===== src/rtl/rv_fetch_pf_pkg.sv =====
// Shared types and constants for the prefetching fetch unit and its FIFO.
// A fetch entry is the word returned by memory together with the PC it was read from.
package rv_fetch_pf_pkg;

  localparam int XLEN = 32;

  typedef struct packed {
    logic [XLEN-1:0] pc;
    logic [XLEN-1:0] ir;
  } fetch_entry_t;

  localparam int FETCH_ENTRY_W = $bits(fetch_entry_t);

  function automatic logic [XLEN-1:0] word_align(input logic [XLEN-1:0] addr);
    return addr & 32'hFFFF_FFFC;
  endfunction

endpackage


===== src/rtl/rv_fetch_pf_if.sv =====
// Instruction-memory read bus: pipelined requests, in-order response strobes.
interface rv_fetch_pf_if;
  import rv_fetch_pf_pkg::*;

  logic [XLEN-1:0] im_addr_o;
  logic            im_rd_o;
  logic [XLEN-1:0] im_data_i;
  logic            im_valid_i;

  modport master (
    output im_addr_o,
    output im_rd_o,
    input  im_data_i,
    input  im_valid_i
  );

  modport slave (
    input  im_addr_o,
    input  im_rd_o,
    output im_data_i,
    output im_valid_i
  );

endinterface


===== src/rtl/rv_fetch_fifo.sv =====
// Synchronous FIFO with flush, same-cycle push/pop and a combinational head.
// The owner guarantees no push into a full FIFO unless it pops in the same cycle.
module rv_fetch_fifo #(
  parameter int DEPTH = 2,
  parameter int WIDTH = 64
) (
  input  logic                       clk_i,
  input  logic                       rst_i,
  input  logic                       flush_i,
  input  logic                       push_i,
  input  logic [WIDTH-1:0]           push_data_i,
  input  logic                       pop_i,
  output logic [WIDTH-1:0]           head_o,
  output logic [$clog2(DEPTH):0]     count_o,
  output logic                       empty_o
);

  localparam int AW = $clog2(DEPTH);
  localparam int CW = AW + 1;

  logic [WIDTH-1:0] mem_q [DEPTH];
  logic [AW-1:0]    rd_ptr_q;
  logic [AW-1:0]    wr_ptr_q;
  logic [CW-1:0]    count_q;
  logic             do_pop;

  assign do_pop = pop_i && (count_q != '0);

  always_ff @(posedge clk_i) begin
    if (rst_i) begin
      rd_ptr_q <= '0;
      wr_ptr_q <= '0;
      count_q  <= '0;
      for (int i = 0; i < DEPTH; i++) begin
        mem_q[i] <= '0;
      end
    end else if (flush_i) begin
      rd_ptr_q <= '0;
      wr_ptr_q <= '0;
      count_q  <= '0;
    end else begin
      if (push_i) begin
        mem_q[wr_ptr_q] <= push_data_i;
        wr_ptr_q        <= wr_ptr_q + AW'(1);
      end
      if (do_pop) begin
        rd_ptr_q <= rd_ptr_q + AW'(1);
      end
      // Simultaneous push and pop leaves occupancy unchanged, even when full.
      case ({push_i, do_pop})
        2'b10:   count_q <= count_q + CW'(1);
        2'b01:   count_q <= count_q - CW'(1);
        default: count_q <= count_q;
      endcase
    end
  end

  assign head_o  = mem_q[rd_ptr_q];
  assign count_o = count_q;
  assign empty_o = (count_q == '0);

endmodule


===== src/rtl/rv_fetch_pf.sv =====
// Prefetching instruction fetch: credit-limited pipelined reads, PC-tagged FIFO to decode,
// and branch redirect that flushes the FIFO and drops stale in-flight responses.
module rv_fetch_pf
  import rv_fetch_pf_pkg::*;
#(
  parameter logic [31:0] RESET_VECTOR = 32'h0,
  parameter int          FIFO_DEPTH   = 2
) (
  input  logic                clk_i,
  input  logic                rst_i,
  rv_fetch_pf_if.master       im,
  input  logic                f_stall_i,
  input  logic                f_kill_i,
  output logic [XLEN-1:0]     f_ir_o,
  output logic [XLEN-1:0]     f_pc_o,
  output logic [XLEN-1:0]     f_pc_plus_4_o,
  output logic                f_valid_o,
  input  logic [XLEN-1:0]     x_pc_bra_i,
  input  logic                x_bra_i
);

  localparam int CW = $clog2(FIFO_DEPTH) + 1;

  logic [XLEN-1:0] pc_q, pc_d;
  logic [XLEN-1:0] resp_pc_q, resp_pc_d;
  logic [CW-1:0]   outs_q, outs_d;
  logic [CW-1:0]   disc_q, disc_d;

  logic [CW-1:0]   fifo_count;
  logic            fifo_empty;
  fetch_entry_t    head;
  fetch_entry_t    push_entry;

  logic [CW:0]     credit_used;
  logic            issue;
  logic            resp;
  logic            push;
  logic            pop;

  always_comb begin
    credit_used = {1'b0, fifo_count} + {1'b0, outs_q};
    // Counting in-flight reads against FIFO space guarantees every response has a slot.
    issue = !rst_i && !x_bra_i && (credit_used < (CW+1)'(FIFO_DEPTH));
    resp  = im.im_valid_i && (outs_q != '0);
    push  = resp && (disc_q == '0) && !x_bra_i;
    pop   = !fifo_empty && (!f_stall_i || f_kill_i) && !x_bra_i;

    pc_d      = pc_q;
    resp_pc_d = resp_pc_q;
    outs_d    = outs_q;
    disc_d    = disc_q;

    if (x_bra_i) begin
      pc_d      = word_align(x_pc_bra_i);
      resp_pc_d = word_align(x_pc_bra_i);
      outs_d    = outs_q - CW'(resp);
      // Every read still in flight is wrong-path, including any already marked for discard.
      disc_d    = outs_q - CW'(resp);
    end else begin
      if (issue) begin
        pc_d = pc_q + 32'd4;
      end
      outs_d = outs_q + CW'(issue) - CW'(resp);
      if (resp) begin
        if (disc_q != '0) begin
          disc_d = disc_q - CW'(1);
        end else begin
          resp_pc_d = resp_pc_q + 32'd4;
        end
      end
    end
  end

  always_ff @(posedge clk_i) begin
    if (rst_i) begin
      pc_q      <= RESET_VECTOR;
      resp_pc_q <= RESET_VECTOR;
      outs_q    <= '0;
      disc_q    <= '0;
    end else begin
      pc_q      <= pc_d;
      resp_pc_q <= resp_pc_d;
      outs_q    <= outs_d;
      disc_q    <= disc_d;
    end
  end

  assign push_entry = '{pc: resp_pc_q, ir: im.im_data_i};

  rv_fetch_fifo #(
    .DEPTH (FIFO_DEPTH),
    .WIDTH (FETCH_ENTRY_W)
  ) u_fifo (
    .clk_i       (clk_i),
    .rst_i       (rst_i),
    .flush_i     (x_bra_i),
    .push_i      (push),
    .push_data_i (push_entry),
    .pop_i       (pop),
    .head_o      (head),
    .count_o     (fifo_count),
    .empty_o     (fifo_empty)
  );

  assign im.im_rd_o    = issue;
  assign im.im_addr_o  = pc_q;

  assign f_valid_o     = !fifo_empty && !f_kill_i;
  assign f_ir_o        = head.ir;
  assign f_pc_o        = head.pc;
  assign f_pc_plus_4_o = head.pc + 32'd4;

endmodule


===== src/flat_wrapper.sv =====
// flat-port wrapper written by rule: the top's interface ports become plain ports
module rv_fetch_pf_flat import rv_fetch_pf_pkg::*;
#(
  parameter logic [31:0] RESET_VECTOR = 32'h0,
  parameter int          FIFO_DEPTH   = 2
)
  (clk_i, rst_i, f_stall_i, f_kill_i, f_ir_o, f_pc_o, f_pc_plus_4_o, f_valid_o, x_pc_bra_i, x_bra_i, im_im_addr_o, im_im_rd_o, im_im_data_i, im_im_valid_i);
  rv_fetch_pf_if im_i ();
  input  logic clk_i;
  input  logic rst_i;
  input  logic f_stall_i;
  input  logic f_kill_i;
  output logic [XLEN-1:0] f_ir_o;
  output logic [XLEN-1:0] f_pc_o;
  output logic [XLEN-1:0] f_pc_plus_4_o;
  output logic f_valid_o;
  input  logic [XLEN-1:0] x_pc_bra_i;
  input  logic x_bra_i;
  output wire logic [$bits(im_i.im_addr_o)-1:0] im_im_addr_o;
  output wire logic [$bits(im_i.im_rd_o)-1:0] im_im_rd_o;
  input wire logic [$bits(im_i.im_data_i)-1:0] im_im_data_i;
  input wire logic [$bits(im_i.im_valid_i)-1:0] im_im_valid_i;
  assign im_im_addr_o = im_i.im_addr_o;
  assign im_im_rd_o = im_i.im_rd_o;
  assign im_i.im_data_i = im_im_data_i;
  assign im_i.im_valid_i = im_im_valid_i;
  rv_fetch_pf #(.RESET_VECTOR(RESET_VECTOR), .FIFO_DEPTH(FIFO_DEPTH)) u_core (.clk_i(clk_i), .rst_i(rst_i), .im(im_i), .f_stall_i(f_stall_i), .f_kill_i(f_kill_i), .f_ir_o(f_ir_o), .f_pc_o(f_pc_o), .f_pc_plus_4_o(f_pc_plus_4_o), .f_valid_o(f_valid_o), .x_pc_bra_i(x_pc_bra_i), .x_bra_i(x_bra_i));
endmodule

===== config.mk =====
export PLATFORM = sky130hd
export DESIGN_NAME = rv_fetch_pf_flat
export DESIGN_NICKNAME = d
export VERILOG_FILES = /design/src/rtl/rv_fetch_pf_pkg.sv /design/src/rtl/rv_fetch_pf_if.sv /design/src/rtl/rv_fetch_fifo.sv /design/src/rtl/rv_fetch_pf.sv /design/src/flat_wrapper.sv
export SDC_FILE = /design/constraint.sdc
export NUM_CORES = 1
export LEC_CHECK = 0
export CAP_MARGIN = 40
export CELL_PAD_IN_SITES_DETAIL_PLACEMENT = 1
export CELL_PAD_IN_SITES_GLOBAL_PLACEMENT = 1
export CORE_UTILIZATION = 33
export CTS_CLUSTER_DIAMETER = 120
export DETAILED_ROUTE_END_ITERATION = 12
export GPL_TIMING_DRIVEN = 1
export PLACE_DENSITY = 0.7
export RECOVER_POWER = 25
export SYNTH_ARGS = -nofsm -noshare
export SYNTH_HDL_FRONTEND = slang
export SYNTH_HIERARCHICAL = 1
export SYNTH_SLANG_ARGS = --single-unit

===== constraint.sdc =====
create_clock -name clk_i -period 7.45 [get_ports clk_i]
set_clock_uncertainty 0.2 [all_clocks]
set_input_delay 0.745 -clock clk_i [delete_from_list [all_inputs] [get_ports clk_i]]
set_output_delay 0.745 -clock clk_i [all_outputs]
set_load 0.05 [all_outputs]

# Word level (Yosys, flattened, before mapping)
# Memory sizes are Yosys's and may differ from the RTL's. A register that Yosys moved wholly into a read port is not among the register bits.
# Index checks and enable logic that the tools add are counted.
[classes]
reduce_logical = 29
n_bitwise = 1
magnitude_cmp = 1
add_sub_neg = 12
n_mux = 21
eq_ne = 3
[op_table]
columns = ["cell", "count"]
rows = [
  ["$mux 32", 5],
  ["$add 32x3->32 const B", 3],
  ["$mux 64", 1],
  ["$reduce_or 64->1", 1],
  ["$reduce_bool 2->1", 7],
  ["$mux 1", 10],
  ["$logic_and 1x1->1", 9],
  ["$mux 2", 4],
  ["$reduce_and 2->1", 3],
  ["$logic_not 1->1", 5],
  ["$logic_not 2->1", 2],
  ["$pmux 2 s2", 1],
  ["$sub 2x1->2", 2],
  ["$sub 2x1->2 const B", 2],
  ["$add 2x2->3", 1],
  ["$lt 3x2->1 const B", 1],
  ["$add 1x1->1 const B", 2],
  ["$add 2x1->2", 1],
  ["$add 2x1->2 const B", 1],
  ["$eq 2x1->1 const B", 1],
  ["$eq 2x2->1 const B", 1],
  ["$ne 2x2->1 const B", 1],
  ["$reduce_or 2->1", 1],
  ["$logic_or 1x1->1", 1],
  ["$not 1->1", 1],
]
[word_totals]
mem_count = 1
ff_bits = 72
ramBits = 128
input_bits = 70
[mem_list]
columns = ["memory", "depth", "word_bits", "read_ports", "rd_ports_with_merged_regs", "wr", "line_no", "text"]
rows = [
  ["u_core.u_fifo.mem_q", 2, 64, 1, 1, 2, "rv_fetch_fifo.sv:21", "logic [WIDTH-1:0] mem_q [DEPTH];"],
]

# Logic depth before layout (Yosys ltp)
# Gate-level depths: netlist of the first run.
[logic_depth]
ltp_word = 10
mapped_depth = 9
mapped_depth_nobuf = 9

# Cells and area by module
# Netlist of the first run, hierarchy kept.
[modules_own_cells]
columns = ["module", "cells_each", "area_per_inst_um2", "instances"]
rows = [
  ["rv_fetch_fifo", 381, 5771.8, 1],
  ["rv_fetch_pf", 566, 4469.3, 1],
]

# Worst setup path after synthesis of the first run
# OpenSTA, ideal clock, no wires.
[synth_path]
path_type = "reg-to-output"
from = "register with a tool-made name"
to = "output port f_pc_plus_4_o[29]"
stages_incl_launch_ff = 9
slack_ns = 3.487
t_arrival_ns = 3.018
path_buffers = 3
path_cell_list = "dfxtp_1 buf_2 buf_2 mux2_2 nand4_1 nor4_1 clkbuf_1 nand4_1 xnor2_1"
[synth_rtl]
columns = ["element", "line_no", "text"]
rows = [
  ["end, declared", "flat_wrapper.sv:15", "output logic [XLEN-1:0] f_pc_plus_4_o;"],
]

# Worst setup path in the final report of the first run
[layout_path]
from = "input port x_bra_i"
to = "register u_core.resp_pc_q[15]"
[layout_via]
elab_chain_len = 2
word_cells_on_any_way = 4
classes_between = "eq/ne: 1; mux: 1; reduce/logical: 2"
[layout_lines]
columns = ["element", "line_no", "text"]
rows = [
  ["start, declared", "flat_wrapper.sv:18", "input logic x_bra_i;"],
  ["$ne 2x2->1 (no line) or $reduce_bool 2->1 (tied branches)", "--", ""],
  ["$reduce_and 2->1 (no line)", "--", ""],
  ["end signal, assigned", "rv_fetch_pf.sv:82", "resp_pc_q <= resp_pc_d;"],
  ["end, declared", "rv_fetch_pf.sv:25", "logic [XLEN-1:0] resp_pc_q, resp_pc_d;"],
]
# Several ways; a longest one is shown, not always the timed one.
# A chain may end at the register's enable or synchronous reset.

==> flow_metrics.tcl, run 1 <==
set metrics [dict create \
    p_int_mw 1.916 \
    postCtsResizedCells 0 \
    grt_pass1_wl_mm 47.14 \
    setup_tns_ps 0 \
    path_clk_slew_ps 80 \
    row_count 64 \
    gp_congestion 0.8044 \
    violations "max-capacitance violations, max-slew violations" \
    core_um2 30590 \
    cts_root_buf "clkbuf_16" \
    numCtsBuffers 17 \
    cp_max_fo 82 \
    clockBufferDepth 2 \
    cts_sinks 197 \
    grt_max_degree 95 \
    dieHeight_um 178.2 \
    yosysMostFrequentCell "and3_1" \
    fin_nets 1187 \
    grt_pass1_vias 8397 \
    drt_wl_total_mm 30.52 \
    syn_to_final_growth_pct 28.28 \
    switching_share_pct 33.59 \
    drt_first_iter_violations 376 \
    synth_edf_count 128 \
    ys_seq_elements 197 \
    status "complete, but fails checks" \
    worst_pin_slew_ps 3426 \
    regArea_um2 5226 \
    synth_common_cells "and3_1 (151), edfxtp_1 (128), dfxtp_1 (69)" \
    synth-xor-area-share_pct 4.533 \
    yosysWarnings 6 \
    end_kind "flop" \
    fin_util_pct 42.95 \
    crit_type "input pin to flop" \
    ctsHoldBuffers 0 \
    drc 0 \
    min_to "u_core/im.im_addr_o[31]" \
    report.final.setup_viol 0 \
    avgSynthCellArea_um2 10.81 \
    drive_above_1_share_pct 11.76 \
    initial_core_util_pct 33.48 \
    cts_tree "built" \
    holdPathStages 2 \
    globalRouteTotalUtil_pct 19.25 \
    multiInputGateArea_um2 4654 \
    synth_cell_types 63 \
    synthMuxAreaShare_pct 7.575 \
    p_per_area_nw_per_um2 219.6 \
    crit_required_ps 7410 \
    synthCells 947 \
    syn-cell-area_um2 10240 \
    avgViaCountPerCell 5.479 \
    slew_headroom_pct -128.4 \
    synth_flop_cell "edfxtp_1" \
    fillerInstances 3276 \
    antenna_found_initial 0 \
    rr_startpoint "u_core/disc_q[0]" \
    synth-seq-area-share_pct 51.02 \
    finalCritPeriodShare_pct 78.57 \
    synth_top_family_by_area "simple AND/OR/NAND/NOR gates" \
    vdd_drop_max_uv 156.6 \
    synth_area_leaders "edfxtp_1 (38%), dfxtp_1 (13%), and3_1 (9.2%), mux2_2 (7.5%), xnor2_1 (3.4%)" \
    hp-start "u_core/im.im_addr_o[31]" \
    hold_path_class "flop to flop" \
    async_reset_ff_share_pct 0 \
    ant_nets 0 \
    synth_top_cell_area_share_pct 37.53 \
    seq_power_share_pct 45.0 \
    cts_setup_buffers 0 \
    clock_power_share_pct 32.2 \
    num_vias 8317 \
    maxSlewViolCount 273 \
    rsz0062_at_grt "false" \
    clk_latency_ps 440 \
    pin_count 200 \
    dieArea_um2 31740 \
    comb_power_share_pct 22.8 \
    r2r-end "u_core/u_fifo/mem_q[0][51]" \
    crit_path_start_kind "input pin" \
    min_period_ps 5854 \
    p_leak_nw 5.041 \
    gr-total-overflow 0 \
    io_buffers 195 \
    dp_hpwl_mm 21.09 \
    diodes 0 \
    cts_max_level 4 \
    rr_worst_depth 10 \
    timing.final.hold_violations 0 \
    synth_compound_area_share_pct 8.955 \
    crit_arrival_ps 5810 \
    synth_fa_ha_area_share_pct 1.051 \
    max_freq_ghz 0.1708 \
    dr.pass1.iters 4 \
    die_w_um 178.2 \
    synthSimpleGateAreaFrac_pct 22.81 \
    switchingPower_uw 969.1 \
    drv_cap 4 \
    wl_per_cell_um 20.11 \
    critPathLaunch "x_bra_i" \
    synth_largest_area_cell "edfxtp_1" \
    r2r_setup_slack_ps 3640 \
]
placed cells by master (no fill, tap or decap), types with 7 or more instances in the layout:
cell type        netlist  layout
buf_4                  4      11
o21a_1                15      15
o21ai_0               14      14
o31ai_1               10      10
dfxtp_1               69      68
ha_1                   7       7
nand2_1               46      46
clkbuf_16              0      17
xor2_1                13      13
mux2_2                68      68
a21boi_0              13      13
nor4_1                18      16
a21oi_1               12      12
and4_1                13      13
a31oi_1                9       9
and3_1               151     151
nand3_1               26      26
inv_1                 15      15
xnor2_1               40      40
or4_1                 11      11
clkdlybuf4s50_1        0     174
nor3_1                28      28
nor2_1                33      31
a211oi_1              16      16
dlygate4sd3_1          0      20
edfxtp_1             128     128
nand4_1               41      41
a311oi_1               8       8
sequential cells by signal, summed over array words and instances (netlist names), named ones only:
signal                  cells
u_core/u_fifo/rd_ptr_q      1
u_core/u_fifo/mem_q       128
u_core/im.im_addr_o        30
u_core/u_fifo/wr_ptr_q      1
u_core/outs_q               2
u_core/u_fifo/count_o       2
u_core/resp_pc_q           30
u_core/disc_q               2
metal layers:
metal	global-route usage, %	vias up	wire (um)
met5	0	-	0
li1	-	3926	-
met3	3.240	38	1923
met2	30.90	255	13830
met1	26.42	4098	14280
met4	5.734	0	495
final cells by class:
class,count,share of cell area (%)
Inverter,18,0.5238
Multi-Input combinational cell,662,35.43
Tap cell,396,3.771
Timing Repair Buffer,213,16.01
Clock buffer,17,3.238
Clock inverter,15,1.248
Sequential cell,197,39.78
power groups by stage:
stage          sequential, mW  clock (mW)  combinational [mW]
2_1_floorplan            1.35           0               0.386
3_3_place_gp             1.32           0               0.649
3_5_place_dp             1.32           0               0.663
4_1_cts                  1.30       0.951               0.666
5_1_grt                  1.31       0.991               0.701
6_report                 1.30       0.929               0.659
worst max path at each step:
stage,slack (ps),to,cells after the start
floorplan,3490,f_pc_plus_4_o[29],8
global placement,2580,f_pc_plus_4_o[31],7
detailed placement,2910,u_core/u_fifo/mem_q[0][15],9
CTS,2460,f_pc_plus_4_o[18],8
global route,1160,u_core/resp_pc_q[13],6
finish,1600,u_core/resp_pc_q[15],6
logic make-up (layout without fill, tap and decap cells):
| group | Yosys count | after routing |
|---|---|---|
| and+or+nand+nor | 400 | 400 |
| DFF | 197 | 197 |
| AOI/OAI and AO/OA | 126 | 126 |
| buffers and inverters | 93 | 263 |
| muxes | 69 | 69 |
| xor gates and xnor gates | 53 | 53 |
| adders and majority gates | 8 | 8 |
| other | 1 | 6 |
metrics by stage:
stage               instance area, um2  hold slack [ps]  worst slack (ps)  instances  power [mW]
floorplan                        10260            289.9              3487        952       1.731
global placement                 12490            316.3              2580       1481       1.966
detailed placement               12590            342.7              2908       1486       1.985
CTS                              13180            353.2              2457       1518       2.915
global route                     13140            384.1              1164       1518       3.001
finish                           13140            351.0              1596       1518       2.885
worst max-delay path, stage by stage:
cell and delay, ps:
buf_2 170, clkbuf_1 2140, clkinv_1 260, clkbuf_1 1370
o21ai_0 1020, a31oi_1 80
Note: power is estimated with default switching activity, not from simulation.
==> run 2, diff against run 1 <==
PLACE_DENSITY = 0.73   (was 0.7)
clock period = 5 ns   (was 7.45 ns; I/O delays follow)
==> flow_metrics.tcl, run 2 (synthesized netlist as in run 1, its figures left out) <==
set metrics [dict create \
    status "complete, but fails checks" \
    violations "max-capacitance violations, max-slew violations" \
    grt_max_degree 89 \
    hp-start "u_core/im.im_addr_o[3]" \
    cp_max_fo 51 \
    fin_nets 1186 \
    cts_sinks 197 \
    largest_reg_flops 128 \
    clockBufferDepth 2 \
    dp_hpwl_mm 21.04 \
    die_w_um 178.2 \
    initial_core_util_pct 33.48 \
    ant_nets 0 \
    timing.final.hold_violations 0 \
    clk_latency_ps 440 \
    r2r-end "u_core/u_fifo/mem_q[0][34]" \
    grt_use_met2_pct 32.02 \
    io_buffers 195 \
    syn_to_final_growth_pct 28.38 \
    numCtsBuffers 17 \
    gp_congestion 0.8184 \
    stdcell_area_um2 13150 \
    ctsHoldBuffers 0 \
    grt_pass1_vias 8453 \
    vdd_drop_max_uv 240.5 \
    pin_count 200 \
    dp.cells 1485 \
    drt_first_iter_violations 468 \
    pre_cts_slack_ps 1305 \
    fin_cells 1517 \
    p_leak_nw 5.080 \
    cp_slowest_cell "clkdlybuf4s50_1" \
    finalWorstSetupSlack_ps 856.3 \
    crit_type "flop to output pin" \
    path_clk_slew_ps 80 \
    critPathMaxStageDelay_ps 830 \
    final_cell_mix "clkdlybuf4s50_1 (162), and3_1 (151), edfxtp_1 (128)" \
    cts_root_buf "clkbuf_16" \
    hold_path_class "flop to flop" \
    row_count 64 \
    rr_worst_depth 8 \
    dieArea_um2 31740 \
    max_freq_ghz 0.2413 \
    holdPathStages 2 \
    antenna_found_initial 0 \
    cts_max_level 4 \
    maxSlewViolCount 126 \
    dr.pass1.iters 5 \
    max_flop_register "u_core/u_fifo/mem_q" \
    grt.met1_usage_pct 26.33 \
    worst_pin_slew_ps 2161 \
    placed_area_um2 12560 \
    grt_pass1_wl_mm 47.69 \
    cts_tree "built" \
    crit_required_ps 4300 \
    rr_startpoint "u_core/disc_q[0]" \
    r2r_setup_slack_ps 1600 \
    p_per_area_nw_per_um2 330.2 \
    core_um2 30590 \
    cts_setup_buffers 0 \
    crit_path_start_kind "flop" \
    rsz0062_at_grt "false" \
    setup_tns_ps 0 \
    drv_cap 3 \
    postCtsResizedCells 0 \
    min_to "u_core/im.im_addr_o[3]" \
    worstPathCellList "buf_12 > mux2_2 > nand4_1 > nor4_2 > buf_4 > nand3_1 > xnor2_1 > clkdlybuf4s50_1" \
    globalRouteTotalUtil_pct 19.48 \
    drt_wl_total_mm 30.91 \
    finalCritPeriodShare_pct 82.87 \
    busiest_layer "met2" \
    wl_per_cell_um 20.38 \
    fillerInstances 3362 \
    num_vias 8371 \
    dieHeight_um 178.2 \
    final_common_cell "clkdlybuf4s50_1" \
    drc 0 \
    gr-total-overflow 0 \
    use_met3_pct 3.090 \
    avgViaCountPerCell 5.518 \
    slew_headroom_pct -44.58 \
    report.final.setup_viol 0 \
    end_kind "output pin" \
    drive_above_1_share_pct 11.60 \
    min_period_ps 4144 \
    crit_arrival_ps 3440 \
    diodes 0 \
]
[run 2: metrics by stage]
| stage | util, % | hold WS [ps] | total power [mW] |
|---|---|---|---|
| 6_report | 42.98 | 349.2 | 4.341 |
| 5_1_grt | 42.98 | 375.6 | 4.501 |
| 4_1_cts | 43.05 | 349.4 | 4.389 |
| 3_5_place_dp | 41.07 | 336.1 | 2.957 |
| 3_3_place_gp | 41.02 | 325.9 | 2.929 |
| 2_1_floorplan | - | 289.9 | 2.579 |
[run 2: worst max-delay path: cells and delay by family, from the launching register on]
family | cells | cell delay [ps]
buf+inv | 3 | 1380
flops | 1 | 570
simple gates | 3 | 500
mux | 1 | 300
xor+xnor | 1 | 190
[run 2: layout make-up]
type	instances	area, um2	area share (%)
flip-flops and latches	197	5226	39.75
multi-input cells	662	4652	35.38
repair buffers	212	2100	15.97
well taps	396	495.5	3.769
clock buffers	18	429.2	3.264
clock inverters	14	176.4	1.342
inverters	18	68.82	0.5234
[run 2: worst max path at each step]
stage,start,cells after the start,slack (ps),to
after floorplan,flop,8,1280,f_pc_plus_4_o[29]
after global placement,flop,8,1320,f_pc_plus_4_o[31]
after detailed placement,flop,8,1300,f_pc_plus_4_o[27]
after CTS,flop,8,830,f_pc_plus_4_o[27]
after global routing,flop,8,630,f_pc_plus_4_o[20]
final,flop,8,860,f_pc_plus_4_o[27]
[run 2: routing by layer]
metal | up-vias | share of wire (%)
li1 | 3920 | -
met1 | 4162 | 45
met2 | 259 | 47
met3 | 30 | 6.0
met4 | 0 | 1.6
met5 | - | 0
[run 2: where the power goes]
group | switching, mW | internal (mW)
registers | 0.0934 | 1.84
logic | 0.655 | 0.330
clock network | 0.700 | 0.723
==> run 3, diff against run 2 <==
clock period = 3.5 ns   (was 5 ns; I/O delays follow)
==> flow_metrics.tcl, run 3 (synthesized netlist as in run 1, its figures left out) <==
set metrics [dict create \
    wl_per_cell_um 20.08 \
    hold_ws_ps 237.9 \
    num_vias 8387 \
    rr_worst_depth 6 \
    p_leak_nw 5.349 \
    r2r_setup_slack_ps 420 \
    grt_pass1_wl_mm 48.03 \
    status "complete, but fails checks" \
    hold_path_class "input pin to flop" \
    grt_pass1_vias 8481 \
    final_common_cell "and3_1" \
    setup_tns_ps 0 \
    crit_required_ps 2950 \
    timing.final.hold_violations 0 \
    numCtsBuffers 17 \
    max_freq_ghz 0.3006 \
    avgViaCountPerCell 5.496 \
    crit_arrival_ps 2780 \
    ant_nets 0 \
    regArea_um2 5229 \
    grt.met1_usage_pct 26.52 \
    dieHeight_um 178.2 \
    fillerInstances 3297 \
    min_period_ps 3327 \
    row_count 64 \
    p_per_area_nw_per_um2 460.0 \
    use_met3_pct 2.835 \
    gp_congestion 0.8073 \
    dp_hpwl_mm 21.26 \
    antenna_found_initial 1 \
    dr.pass1.iters 5 \
    globalRouteTotalUtil_pct 19.46 \
    gr-total-overflow 0 \
    dieArea_um2 31740 \
    die_w_um 178.2 \
    syn_to_final_growth_pct 32.32 \
    initial_core_util_pct 33.48 \
    dp.cells 1494 \
    power.total_mw 6.234 \
    rsz0062_at_grt "false" \
    fin_nets 1195 \
    critPathMaxStageDelay_ps 490 \
    violations "max-capacitance violations, max-slew violations" \
    r2r-end "u_core/im.im_addr_o[10]" \
    cts_max_level 4 \
    cts_setup_buffers 0 \
    crit_type "flop to output pin" \
    cts_tree "built" \
    end_kind "output pin" \
    worstPathCellList "buf_12 > buf_4 > mux2_2 > and4_1 > and3_1 > nand4_1 > xnor2_1 > buf_12" \
    cts_root_buf "clkbuf_16" \
    slew_headroom_pct -5.566 \
    path_clk_slew_ps 80 \
    cp-endpoint "f_pc_plus_4_o[26]" \
    final_cell_mix "and3_1 (151), clkdlybuf4s50_1 (132), edfxtp_1 (128)" \
    drt_wl_total_mm 30.64 \
    max_flop_register "u_core/u_fifo/mem_q" \
    crit_path_start_kind "flop" \
    worst_pin_slew_ps 1583 \
    pin_count 200 \
    multiInputGateArea_um2 4721 \
    finalCritPeriodShare_pct 95.05 \
    ctsHoldBuffers 0 \
    cp_max_fo 24 \
    cp_top_family "buffers and inverters" \
    clk_latency_ps 440 \
    cp.depth 8 \
    cts_sinks 197 \
    critPathBufInv 3 \
    vdd_drop_max_uv 326.2 \
    drive_above_1_share_pct 16.02 \
    fin_cells 1526 \
    largest_reg_flops 128 \
    grt_max_degree 100 \
    cp_slowest_cell "dfxtp_4" \
    diodes 0 \
    clockBufferDepth 2 \
    drv_cap 1 \
    drt_first_iter_violations 490 \
    maxSlewViolCount 31 \
    report.final.setup_viol 0 \
    grt_use_met2_pct 31.68 \
    io_buffers 195 \
    drc 0 \
    holdPathStages 4 \
    crit_top_cell "buf_12" \
    rr_startpoint "u_core/u_fifo/count_o[0]" \
    busiest_layer "met2" \
    core_um2 30590 \
]
[run 3: worst register-to-register path, stage by stage (launching register included)]
cell	delay [ps]
dfxtp_1	440
and2_1	180
fa_1	460
or4_1	780
nor3_1	440
mux2_2	390
a21oi_1	130
[run 3: through the flow]
step | area (um2) | setup slack (ps) | util, %
after floorplan | 10330 | 24.78 | -
after global placement | 12950 | 462.5 | 42.34
after detailed placement | 12980 | 446.3 | 42.43
after CTS | 13580 | 105.0 | 44.39
after global routing | 13550 | 28.16 | 44.30
final | 13550 | 173.1 | 44.30
[run 3: final cells by class]
type,count,share of cell area (%)
repair buffers,221,18.00
inverters,18,0.5078
multi-input cells,662,34.84
well taps,396,3.657
clock inverters,15,1.274
flip-flops and latches,197,38.59
clock buffers,17,3.139
[run 3: routing by layer]
layer  share of wire, %  vias to the layer above  wire [um]
li1                   -                     3939          -
met1                 47                     4156      14290
met2                 46                      255      14110
met3                5.6                       35       1714
met4                1.7                        2        521
met5              0.029                        -          9
[run 3: timing repair]
item | in CTS | in global routing
resized for setup | 1 | 1
cloned | 0 | 0
hold endpoints to repair | 0 | 0
endpoints found under the setup margin | 1 | 1
[run 3: where the power goes]
group / total [mW] / switching (mW) / leakage [nW] / internal, mW
clock: 2.00 / 1.03 / 0.293 / 0.970
combinational: 1.47 / 0.939 / 3.16 / 0.533
sequential: 2.76 / 0.134 / 1.89 / 2.63
total: 6.23 / 2.10 / 5.35 / 4.13
[run 3: how the worst min path moves through the flow]
stage / from / end
after floorplan: rst_i / u_core/u_fifo/wr_ptr_q
after global placement: u_core/resp_pc_q[13] / u_core/resp_pc_q[13]
after detailed placement: u_core/u_fifo/rd_ptr_q / flop
after CTS: x_bra_i / u_core/u_fifo/wr_ptr_q
after global routing: x_bra_i / u_core/u_fifo/wr_ptr_q
final: x_bra_i / u_core/u_fifo/wr_ptr_q
